[src/rtl/rtc_time_keeper.sv]
// Time-of-day keeper: 1 Hz prescaler, 24-hour seconds/minutes/hours counters,
// validated loads, and registered BCD display digits in 12- or 24-hour form.
module rtc_time_keeper #(
    parameter int TICK_DIV = 50000000,
    parameter int PRESC_W  = 26
) (
    input  logic       clk,
    input  logic       rst,
    input  logic       run,
    input  logic       hour_format,
    input  logic       set_en,
    input  logic [5:0] set_hours,
    input  logic [5:0] set_minutes,
    input  logic [5:0] set_seconds,
    output logic [3:0] h_digit_1,
    output logic [3:0] h_digit_0,
    output logic [3:0] m_digit_1,
    output logic [3:0] m_digit_0,
    output logic [3:0] s_digit_1,
    output logic [3:0] s_digit_0,
    output logic       am_pm_form,
    output logic       second_tick,
    output logic       day_wrap,
    output logic       set_err
);

    localparam logic [PRESC_W-1:0] PRESC_LAST = PRESC_W'(TICK_DIV - 1);

    // Values are bounded to 0..59, so a short compare/subtract chain replaces a divider.
    function automatic logic [7:0] to_bcd(input logic [5:0] v);
        logic [3:0] tens;
        logic [3:0] units;
        if (v >= 6'd50) begin
            tens  = 4'd5;
            units = 4'(v - 6'd50);
        end else if (v >= 6'd40) begin
            tens  = 4'd4;
            units = 4'(v - 6'd40);
        end else if (v >= 6'd30) begin
            tens  = 4'd3;
            units = 4'(v - 6'd30);
        end else if (v >= 6'd20) begin
            tens  = 4'd2;
            units = 4'(v - 6'd20);
        end else if (v >= 6'd10) begin
            tens  = 4'd1;
            units = 4'(v - 6'd10);
        end else begin
            tens  = 4'd0;
            units = v[3:0];
        end
        return {tens, units};
    endfunction

    function automatic logic [5:0] disp_hour(input logic [5:0] h, input logic fmt_12);
        if (!fmt_12)
            return h;
        if (h == 6'd0)
            return 6'd12;
        if (h > 6'd12)
            return h - 6'd12;
        return h;
    endfunction

    logic [PRESC_W-1:0] presc_p0;
    logic [5:0]         hours_p0;
    logic [5:0]         minutes_p0;
    logic [5:0]         seconds_p0;
    logic               tick_p0;
    logic               wrap_p0;
    logic               err_p0;

    logic tick;
    logic set_legal;
    logic load;
    logic sec_last;
    logic min_last;
    logic hour_last;

    assign tick      = run && (presc_p0 == PRESC_LAST);
    assign set_legal = (set_hours <= 6'd23) && (set_minutes <= 6'd59) && (set_seconds <= 6'd59);
    assign load      = set_en && set_legal;
    assign sec_last  = (seconds_p0 == 6'd59);
    assign min_last  = (minutes_p0 == 6'd59);
    assign hour_last = (hours_p0 == 6'd23);

    // Stage p0: prescaler, time counters and the event flags that accompany them.
    // A legal load wins over a coincident tick; a rejected load leaves the tick alone.
    always_ff @(posedge clk) begin
        if (rst) begin
            presc_p0   <= '0;
            hours_p0   <= '0;
            minutes_p0 <= '0;
            seconds_p0 <= '0;
            tick_p0    <= 1'b0;
            wrap_p0    <= 1'b0;
            err_p0     <= 1'b0;
        end else begin
            tick_p0 <= tick && !load;
            wrap_p0 <= tick && !load && sec_last && min_last && hour_last;
            err_p0  <= set_en && !set_legal;
            if (load) begin
                presc_p0   <= '0;
                hours_p0   <= set_hours;
                minutes_p0 <= set_minutes;
                seconds_p0 <= set_seconds;
            end else begin
                if (run)
                    presc_p0 <= (presc_p0 == PRESC_LAST) ? '0 : presc_p0 + PRESC_W'(1);
                if (tick) begin
                    if (sec_last) begin
                        seconds_p0 <= '0;
                        if (min_last) begin
                            minutes_p0 <= '0;
                            hours_p0   <= hour_last ? 6'd0 : hours_p0 + 6'd1;
                        end else begin
                            minutes_p0 <= minutes_p0 + 6'd1;
                        end
                    end else begin
                        seconds_p0 <= seconds_p0 + 6'd1;
                    end
                end
            end
        end
    end

    // Stage p1: registered display digits and pulses, one cycle behind the counters.
    always_ff @(posedge clk) begin
        if (rst) begin
            h_digit_1   <= 4'd0;
            h_digit_0   <= 4'd0;
            m_digit_1   <= 4'd0;
            m_digit_0   <= 4'd0;
            s_digit_1   <= 4'd0;
            s_digit_0   <= 4'd0;
            am_pm_form  <= 1'b0;
            second_tick <= 1'b0;
            day_wrap    <= 1'b0;
            set_err     <= 1'b0;
        end else begin
            {h_digit_1, h_digit_0} <= to_bcd(disp_hour(hours_p0, hour_format));
            {m_digit_1, m_digit_0} <= to_bcd(minutes_p0);
            {s_digit_1, s_digit_0} <= to_bcd(seconds_p0);
            am_pm_form  <= hour_format && (hours_p0 >= 6'd12);
            second_tick <= tick_p0;
            day_wrap    <= wrap_p0;
            set_err     <= err_p0;
        end
    end

endmodule

[config.mk]
export PLATFORM = sky130hd
export DESIGN_NAME = rtc_time_keeper
export DESIGN_NICKNAME = d
export VERILOG_FILES = /design/src/rtl/rtc_time_keeper.sv
export SDC_FILE = /design/constraint.sdc
export NUM_CORES = 1
export LEC_CHECK = 0
export CAP_MARGIN = 20
export CORE_MARGIN = 4
export CORE_UTILIZATION = 39
export DETAILED_ROUTE_END_ITERATION = 7
export PLACE_DENSITY = 0.6
export SLEW_MARGIN = 15
export SYNTH_ARGS = -nofsm -noshare
export SYNTH_HDL_FRONTEND = slang
export SYNTH_SLANG_ARGS = --single-unit
export TNS_END_PERCENT = 10
[constraint.sdc]
create_clock -name clk -period 3.8 [get_ports clk]
set_input_delay 0.76 -clock clk [delete_from_list [all_inputs] [get_ports clk]]
set_output_delay 0.76 -clock clk [all_outputs]
set_load 0.005 [all_outputs]
==> results.ini, run 1 <==
[status]
outcome = finished clean

[timing]
finClkSkew_ns = 0.0123
tightest_slew_ns = 0.558
post-route-min-period_ns = 3.34
drv_slew = 0
finalSetupTns_ns = 0
hold_viol = 0
fmax_mhz = 299
slew_headroom = 0.625
fin_crit_sh = 0.880
setup_viol = 0
rsz0062_at_grt = no

[yosys]
syn_area_mm2 = 0.00437
muxShareOfSynthArea = 0.0166
post_synth_inst_count = 540
synth_xor_area_frac = 0.0701
yosysWarnings = 0
synthArstFlopShare = 0
synth-seq-cells = 72
ys_types = 58
synth_top_area_frac = 0.330
synth-simple-area-share = 0.247
synth_compound_area_frac = 0.182
synth_top_family_by_area = simple AND/OR/NAND/NOR gates
yosysTopAreaCell = dfxtp_1
synth-edff-count = 0
ys_top_cells_by_area = dfxtp_1 33%, ha_1 11%, nor2_1 6.0%, xnor2_1 4.0%, nand2_1 3.5%
synthFlopType = dfxtp_1
synthAdderAreaFrac = 0.106
syn_avg_cell_area_um2 = 8.10
synth_seq_area_share = 0.330

[finish]
area_delta_synth_final_pct = 19.0
final_common_cell = dfxtp_1
nets = 642
layout_common_cells = 72 x dfxtp_1, 70 x nor2_1, 47 x clkdlybuf4s50_1
fin_cells = 727
drive_above_1_share = 0.0664
diodes = 0

[grt]
grt_pass1_vias = 3763
grt_use_total = 0.170
grt_max_degree = 31
grt_overflow_total = 0
grt_pass1_wl_um = 17900
grt_antenna_before_repair = 0

[power_and_ir_drop]
switching_share = 0.268
combPwrFrac = 0.189
p_int_mw = 1.34
leakage_nw = 2.02
ir_drop_mv = 0.239
power_per_cell_area_mw_per_mm2 = 351
p_seq_frac = 0.453
p_switching_mw = 0.490
pwr-share-clk = 0.358

[min_path]
hold_end = second_tick$_SDFF_PP0_
hp-start = tick_p0$_SDFF_PP0_
hold_path_depth = 1
hold_path_class = register to register

[clock_tree]
cts_tree = built
h-tree-depth = 3
cts_root_buf = clkbuf_8
numCtsBuffers = 9
clk_pin_slew_ns = 0.07
cts.sinks = 72
insertion_delay_ns = 0.36
cts_buffer_depth = 2

[die]
core_region_area_mm2 = 0.0109
die_width_um = 114
die_area_mm2 = 0.0130
rows = 38
io_pins = 51
die_y_um = 114
initial_core_util = 0.402

[setup_path]
worstSetupStartpointType = register
cp_max_fo = 7
path_class = register to register
rr_startpoint = hours_p0[0]$_SDFFE_PP0P_
worstReg2RegEnd = h_digit_0[1]$_SDFF_PP0_
r2r_slack_ns = 0.46
critPathArrivalTime_ns = 3.59
required_ns = 4.05
worst_setup_path_end_kind = register
r2r_cells = 13

[place]
post-dp-hpwl_um = 7770
io_buffers = 47
placedCellCount = 711
place.gp.congestion = 0.807

[routing]
via_per_inst = 5.45
wl_um = 10400
drc_errors = 0
routed-via-count = 3964
first_pass_iters = 4
routedWlPerCell_um = 14.3
ant_nets = 0
dr.first_iter.drc_count = 220

[run]
drv_cap = 0

==> logic make-up (layout without fill, tap and decap cells) <==
group	Yosys count	count (layout)
other	1	3
muxes	7	7
xor gates and xnor gates	35	35
and+or+nand+nor	218	218
adders and majority gates	37	37
AOI/OAI and AO/OA	118	118
buffers and inverters	52	97
DFF	72	72
==> sequential cells by signal, indices dropped and copies added, names as in the netlist <==
| name | cells |
|---|---|
| s_digit_0 | 4 |
| err_p0 | 1 |
| wrap_p0 | 1 |
| minutes_p0 | 6 |
| m_digit_1 | 3 |
| set_err | 1 |
| am_pm_form | 1 |
| seconds_p0 | 6 |
| tick_p0 | 1 |
| h_digit_1 | 3 |
| m_digit_0 | 4 |
| s_digit_1 | 3 |
| day_wrap | 1 |
| hours_p0 | 6 |
| h_digit_0 | 4 |
| presc_p0 | 26 |
| second_tick | 1 |
==> routing by layer <==
| metal | GRT usage | part of all wire |
|---|---|---|
| met2 | 0.280 | 0.48 |
| met3 | 0.0446 | 0.050 |
| met4 | 0.0665 | 0.022 |
| met1 | 0.211 | 0.45 |
| met5 | 0 | 0 |
==> timing repair <==
item                       CTS  global route
setup buffers                0             0
setup endpoints to repair    0             2
resized for setup            0             1
hold buffers                 0             0
==> power by group through the flow <==
stage / clock network [mW] / registers [mW] / logic, mW
6_report: 0.654 / 0.828 / 0.345
5_1_grt: 0.712 / 0.834 / 0.385
4_1_cts: 0.681 / 0.828 / 0.346
3_5_place_dp: 0 / 0.846 / 0.344
3_3_place_gp: 0 / 0.845 / 0.339
2_1_floorplan: 0 / 0.830 / 0.231
==> per-stage QoR <==
stage | setup slack (ns) | hold WS [ns] | instance area, µm² | power (mW) | utilization
3_5_place_dp | 0.0783 | 0.433 | 4990 | 1.19 | 0.458
4_1_cts | 0.269 | 0.458 | 5200 | 1.86 | 0.478
6_report | 0.456 | 0.457 | 5200 | 1.83 | 0.478
3_3_place_gp | 0.131 | 0.422 | 4990 | 1.18 | 0.458
5_1_grt | 0.184 | 0.479 | 5200 | 1.93 | 0.478
2_1_floorplan | 0.479 | 0.414 | 4380 | 1.06 | -
==> layout make-up <==
cell class / instances / area [µm²]
clock buffer: 14 / 183
sequential: 72 / 1440
inverter: 23 / 86.3
clock inverter: 2 / 35.0
multi-input combinational: 418 / 2730
fill: 1081 / 5680
timing repair buffer: 58 / 553
tap: 140 / 175
==> synthesized netlist by cell type (3+ instances only) <==
cell type / count
nor2_1: 70
mux2i_1: 5
or2_2: 3
nand4_1: 13
dfxtp_1: 72
nand2_1: 41
ha_1: 37
a221oi_1: 3
a21boi_0: 3
nand4b_1: 3
clkbuf_1: 23
a211oi_1: 10
buf_4: 3
nand3_1: 24
a22oi_1: 3
nor3_1: 23
xor2_1: 15
nor2b_1: 9
o21a_1: 4
nand2b_1: 4
and3_1: 11
o21ai_0: 30
inv_1: 23
a21o_1: 3
xnor2_1: 20
o211a_1: 5
or3_1: 6
a31oi_1: 7
a311oi_1: 6
a21oi_1: 24
==> worst max-delay path, cell delays in order, from the launching register on <==
cell and delay [ns]:
dfxtp_1 0.45, inv_1 0.15, ha_1 0.29, nand2b_1 0.20
a21boi_0 0.18, buf_4 0.15, xnor2_1 0.13, nand2_1 0.17
inv_1 0.17, ha_1 0.20, inv_1 0.05, o311ai_1 0.51
o211a_1 0.26, mux2_2 0.33
==> worst max-delay path by stage <==
stage,from,end,slack [ns],depth (start not counted)
after floorplan,hour_format,h_digit_0[1]$_SDFF_PP0_,0.48,10
after global routing,hours_p0[0]$_SDFFE_PP0P_,h_digit_0[1]$_SDFF_PP0_,0.18,13
after detailed placement,hour_format,h_digit_0[1]$_SDFF_PP0_,0.08,11
after CTS,hours_p0[0]$_SDFFE_PP0P_,h_digit_0[1]$_SDFF_PP0_,0.27,13
after global placement,hour_format,h_digit_0[1]$_SDFF_PP0_,0.13,11
final,hours_p0[0]$_SDFFE_PP0P_,h_digit_0[1]$_SDFF_PP0_,0.46,13
No activity file was read; power rests on OpenSTA's default activity.
==> run 2: changes to the inputs <==
--- a/config.mk
+++ b/config.mk
@@ -6,10 +6,11 @@
 export NUM_CORES = 1
 export LEC_CHECK = 0
 export CAP_MARGIN = 20
+export CORE_ASPECT_RATIO = 1.2
 export CORE_MARGIN = 4
-export CORE_UTILIZATION = 39
+export CORE_UTILIZATION = 45
 export DETAILED_ROUTE_END_ITERATION = 7
-export PLACE_DENSITY = 0.6
+export PLACE_DENSITY = 0.67
 export SLEW_MARGIN = 15
 export SYNTH_ARGS = -nofsm -noshare
 export SYNTH_HDL_FRONTEND = slang
==> run 2 against run 1 <==
  * Sequential power about the same
  * Highest routed layer unchanged
  * Critical endpoint is now h_digit_0[3]$_SDFF_PP0_
  * Sequential cell count unchanged
  * Die area decreased by 12%
  * Combinational power about the same
  * Total power increased by 11%
==> results.ini, run 2 (same netlist as run 1, synthesis figures left out) <==
[clock_tree]
cts_root_buf = clkbuf_16
insertion_delay_ns = 0.33
cts_resized = 0
numCtsBuffers = 9
cts_tree = built
cts_setup_buffers = 0
cts.sinks = 72
clk_pin_slew_ns = 0.06
h-tree-depth = 3
cts_buffer_depth = 2
hold_buffers = 0

[grt]
met1_usage = 0.214
use_met2 = 0.330
gr-usage-met3 = 0.0349
grt_antenna_before_repair = 0
grt_pass1_vias = 3711
top_usage_layer = met2
grt_use_total = 0.184
grt_overflow_total = 0
grt_pass1_wl_um = 17000
grt_max_degree = 40

[die]
core_region_area_mm2 = 0.00952
io_pins = 51
rows = 39
initial_core_util = 0.459
die_area_mm2 = 0.0114
die_y_um = 116
die_width_um = 98.0

[min_path]
hold_path_class = register to register
hold_path_depth = 1
hp-start = err_p0$_SDFF_PP0_
hold_end = set_err$_SDFF_PP0_

[timing]
finClkSkew_ns = 0.00646
setup_viol = 0
drv_slew = 0
finalSetupTns_ns = 0
fin_crit_sh = 0.941
tightest_slew_ns = 0.606
rsz0062_at_grt = no
hold_viol = 0
post-route-min-period_ns = 3.57
fmax_mhz = 280
slew_headroom = 0.592

[finish]
nets = 642
largest_reg_flops = 26
area_delta_synth_final_pct = 20.4
final_area_mm2 = 0.00527
regMostFlops = presc_p0
diodes = 0
final_util = 0.553
final_common_cell = dfxtp_1
layout_common_cells = 72 x dfxtp_1, 70 x nor2_1, 47 x clkdlybuf4s50_1
fin_cells = 710
drive_above_1_share = 0.0647

[setup_path]
critical_path_buf_inv_count = 2
worstReg2RegEnd = h_digit_0[3]$_SDFF_PP0_
crit_slowest_cell = o31ai_1
path_class = register to register
worstSetupStartpointType = register
cp_slowest_stage_delay_ns = 0.54
r2r_cells = 12
cp_max_fo = 7
crit_family = compound AO/OA/AOI/OAI gates
required_ns = 4.05
cp.depth = 12
worst_setup_path_end_kind = register
critPathArrivalTime_ns = 3.82
rr_startpoint = hours_p0[0]$_SDFFE_PP0P_
cp_cell_sequence = inv_1 > ha_1 > nand2b_1 > a21boi_0 > xnor2_1 > nand2_1 > ha_1 > inv_1 > o31ai_1 > a211oi_1 > a211o_1 > a211oi_1
r2r_slack_ns = 0.23

[routing]
routedWlPerCell_um = 14.5
ant_nets = 0
drc_errors = 0
via_per_inst = 5.55
dr.first_iter.drc_count = 155
wl_um = 10300
first_pass_iters = 5
routed-via-count = 3942

[place]
place_area_mm2 = 0.00496
io_buffers = 47
placedCellCount = 694
place.gp.congestion = 0.915
post-dp-hpwl_um = 7620

[power_and_ir_drop]
leakage_nw = 2.05
power_per_cell_area_mw_per_mm2 = 384
ir_drop_mv = 0.344
p_total_mw = 2.02

[status]
outcome = finished clean

[run]
drv_cap = 0

==> run 2: metrics by stage <==
stage          hold slack (ns)  setup WS [ns]
2_1_floorplan            0.414          0.479
3_3_place_gp             0.421          0.243
3_5_place_dp             0.428          0.127
4_1_cts                  0.441          0.320
5_1_grt                  0.462         0.0258
6_report                 0.436          0.225
==> run 2: layout make-up <==
type	count	area (µm²)
Sequential cell	72	1440
Clock inverter	3	40.0
Timing Repair Buffer	58	553
Multi-Input combinational cell	418	2730
Inverter	23	86.3
Fill cell	884	4250
Tap cell	123	154
Clock buffer	13	260
==> run 2: power by group <==
part | internal, mW | switching, mW | total, mW
logic | 0.172 | 0.175 | 0.347
registers | 0.793 | 0.0355 | 0.828
clock network | 0.542 | 0.305 | 0.847
total | 1.51 | 0.515 | 2.02
==> run 2: metal layers <==
| layer | up-vias | routed length (µm) |
|---|---|---|
| met1 | 1836 | 4480 |
| met2 | 101 | 5180 |
| met3 | 17 | 399 |
| li1 | 1988 | - |
| met5 | - | 0 |
| met4 | 0 | 210 |
==> run 2: how the worst max path moves through the flow <==
stage	start	to	slack [ns]
after floorplan	hour_format	h_digit_0[1]$_SDFF_PP0_	0.48
after global placement	hour_format	h_digit_0[1]$_SDFF_PP0_	0.24
after detailed placement	hour_format	h_digit_0[1]$_SDFF_PP0_	0.13
after CTS	hours_p0[0]$_SDFFE_PP0P_	h_digit_0[1]$_SDFF_PP0_	0.32
after global routing	hours_p0[0]$_SDFFE_PP0P_	h_digit_0[1]$_SDFF_PP0_	0.03
final	hours_p0[0]$_SDFFE_PP0P_	h_digit_0[3]$_SDFF_PP0_	0.23
==> run 3: changes to the inputs <==
--- a/config.mk
+++ b/config.mk
@@ -5,6 +5,7 @@
 export SDC_FILE = /design/constraint.sdc
 export NUM_CORES = 1
 export LEC_CHECK = 0
+export ABC_AREA = 1
 export CAP_MARGIN = 20
 export CORE_ASPECT_RATIO = 1.2
 export CORE_MARGIN = 4
==> run 3 against run 2 <==
  * Total power shrank 11%
  * Sequential share of layout area is 0.44 points lower
  * Largest power group is now sequential cells
  * Largest cell class unchanged
  * Clock power decreased by 9.6%
  * Critical endpoint unchanged
==> results.ini, run 3 <==
[timing]
setup_viol = 0
fin_crit_sh = 0.765
finalSetupTns_ns = 0
fmax_mhz = 344
hold_viol = 0
drv_slew = 0
finClkSkew_ns = 0.00706
slew_headroom = 0.571
rsz0062_at_grt = no
tightest_slew_ns = 0.643
post-route-min-period_ns = 2.91

[yosys]
yosysWarnings = 0
synth_seq_area_share = 0.320
synthArstFlopShare = 0
synth-edff-count = 0
syn_avg_cell_area_um2 = 7.13
synth_top_area_frac = 0.320
ys_types = 51
yosysTopAreaCell = dfxtp_1
syn_area_mm2 = 0.00451
ys_top_cells_by_area = dfxtp_1 32%, ha_1 10%, nand2_1 9.4%, inv_1 6.2%, a21oi_1 5.1%
synth-seq-cells = 72
synth.most_common_cell = nand2_1
post_synth_inst_count = 633
synthFlopType = dfxtp_1
synthTopCellsByCount = 113 x nand2_1, 74 x inv_1, 72 x dfxtp_1

[clock_tree]
cts_tree = built
numCtsBuffers = 9
cts_setup_buffers = 0
clk_pin_slew_ns = 0.06
cts_resized = 0
hold_buffers = 0
cts_root_buf = clkbuf_16
insertion_delay_ns = 0.33
cts_buffer_depth = 2
cts.sinks = 72
h-tree-depth = 3

[grt]
grt_use_total = 0.184
grt_overflow_total = 0
grt_pass1_vias = 4085
grt_antenna_before_repair = 0
grt_pass1_wl_um = 18200
grt_max_degree = 26

[setup_path]
cp_max_fo = 9
path_class = input pin to register
worstSetupStartpointType = input pin
critPathArrivalTime_ns = 3.12
worst_setup_path_end_kind = register
required_ns = 4.01

[run]
drv_cap = 0

[die]
io_pins = 51
core_region_area_mm2 = 0.00966
initial_core_util = 0.467
rows = 39
die_y_um = 118
die_area_mm2 = 0.0117
die_width_um = 99.4

[power_and_ir_drop]
combPwrFrac = 0.135
p_seq_frac = 0.440
pwr-share-clk = 0.425
p_int_mw = 1.33
ir_drop_mv = 0.167
power_per_cell_area_mw_per_mm2 = 337
switching_share = 0.264
leakage_nw = 2.13
p_switching_mw = 0.477

[finish]
diodes = 0
largest_reg_flops = 26
drive_above_1_share = 0.0950
regMostFlops = presc_p0
layout_common_cells = 113 x nand2_1, 74 x inv_1, 72 x dfxtp_1
nets = 739
area_delta_synth_final_pct = 18.6
final_common_cell = nand2_1
final_util = 0.554

[routing]
top_layer = met4
met1_length_um = 4440
dr.first_iter.drc_count = 175
wl_met3_um = 482
via_per_inst = 5.23
drc_errors = 0
routedWlPerCell_um = 12.7
ant_nets = 0
met2_wirelength_um = 5100
first_pass_iters = 6
wl_um = 10200
routed-via-count = 4223

[place]
io_buffers = 47
place.gp.congestion = 0.902
post-dp-hpwl_um = 7850

[status]
outcome = finished clean

[min_path]
hold_path_class = register to register

-- run 3: cell count changes after synthesis, sizes merged, moves of 9 or more --
cell,previous run,this run
o21ai,30,51
inv,23,88
xnor2,20,6
nor2b,9,0
and3,11,0
a21oi,24,48
clkbuf,23,7
nand2,41,124
-- run 3: power groups by stage --
stage / Combinational [mW] / Clock [mW] / Sequential [mW]
2_1_floorplan: 0.158 / 0 / 0.807
3_3_place_gp: 0.239 / 0 / 0.811
3_5_place_dp: 0.242 / 0 / 0.811
4_1_cts: 0.245 / 0.794 / 0.794
5_1_grt: 0.277 / 0.819 / 0.797
6_report: 0.244 / 0.766 / 0.794
-- run 3: path summary, 6_finish.rpt --
check | start | end | slack, ns | depth (start not counted)
min | err_p0$_SDFF_PP0_ | set_err$_SDFF_PP0_ | 0.40 | 2
max reg2reg | hours_p0[0]$_SDFFE_PP0P_ | h_digit_0[3]$_SDFF_PP0_ | 1.02 | 23
max | hour_format | h_digit_0[3]$_SDFF_PP0_ | 0.89 | 19
min reg2reg | err_p0$_SDFF_PP0_ | set_err$_SDFF_PP0_ | 0.40 | 2
-- run 3: critical path, cell delays in order --
cell             delay, ns
clkdlybuf4s50_1       0.72
nand3_1               0.13
nand2_1               0.10
inv_1                 0.06
nor2_4                0.16
inv_1                 0.10
ha_1                  0.22
inv_1                 0.08
nor2_1                0.05
nand3_1               0.09
o211ai_2              0.13
inv_2                 0.10
nand2_1               0.06
inv_2                 0.05
nand2_1               0.06
nand2_1               0.07
nand2_1               0.05
nand2_1               0.07
a21oi_2               0.05
-- run 3: layer usage --
metal	GRT usage	vias up
met3	0.0421	19
met5	0	-
li1	-	2162
met1	0.223	1939
met4	0.0675	0
met2	0.316	103
-- run 3: final cells by class --
cell class,count,area (µm²)
Clock buffer,10,229
Clock inverter,6,42.5
Fill cell,935,4310
Inverter,90,340
Multi-Input combinational cell,457,2660
Sequential cell,72,1440
Tap cell,123,154
Timing Repair Buffer,49,485
-- run 3: cells by family after synthesis --
family	after synthesis	synth area share
XOR/XNOR	18	0.0350
AND/OR/NAND/NOR	273	0.289
other	1	0.000831
AO/OA/AOI/OAI	126	0.160
buffers and inverters	106	0.0929
flip-flops	72	0.320
adder cells (fa/ha/maj)	37	0.103
-- run 3: through the flow --
step	total power, mW	setup slack [ns]	cell area [µm²]	std cells	hold WS, ns
2_1_floorplan	0.966	1.34	4520	635	0.388
3_3_place_gp	1.05	0.686	5080	791	0.390
3_5_place_dp	1.05	0.595	5080	791	0.395
4_1_cts	1.83	0.926	5350	807	0.403
5_1_grt	1.89	0.620	5350	807	0.413
6_report	1.80	0.894	5350	807	0.401
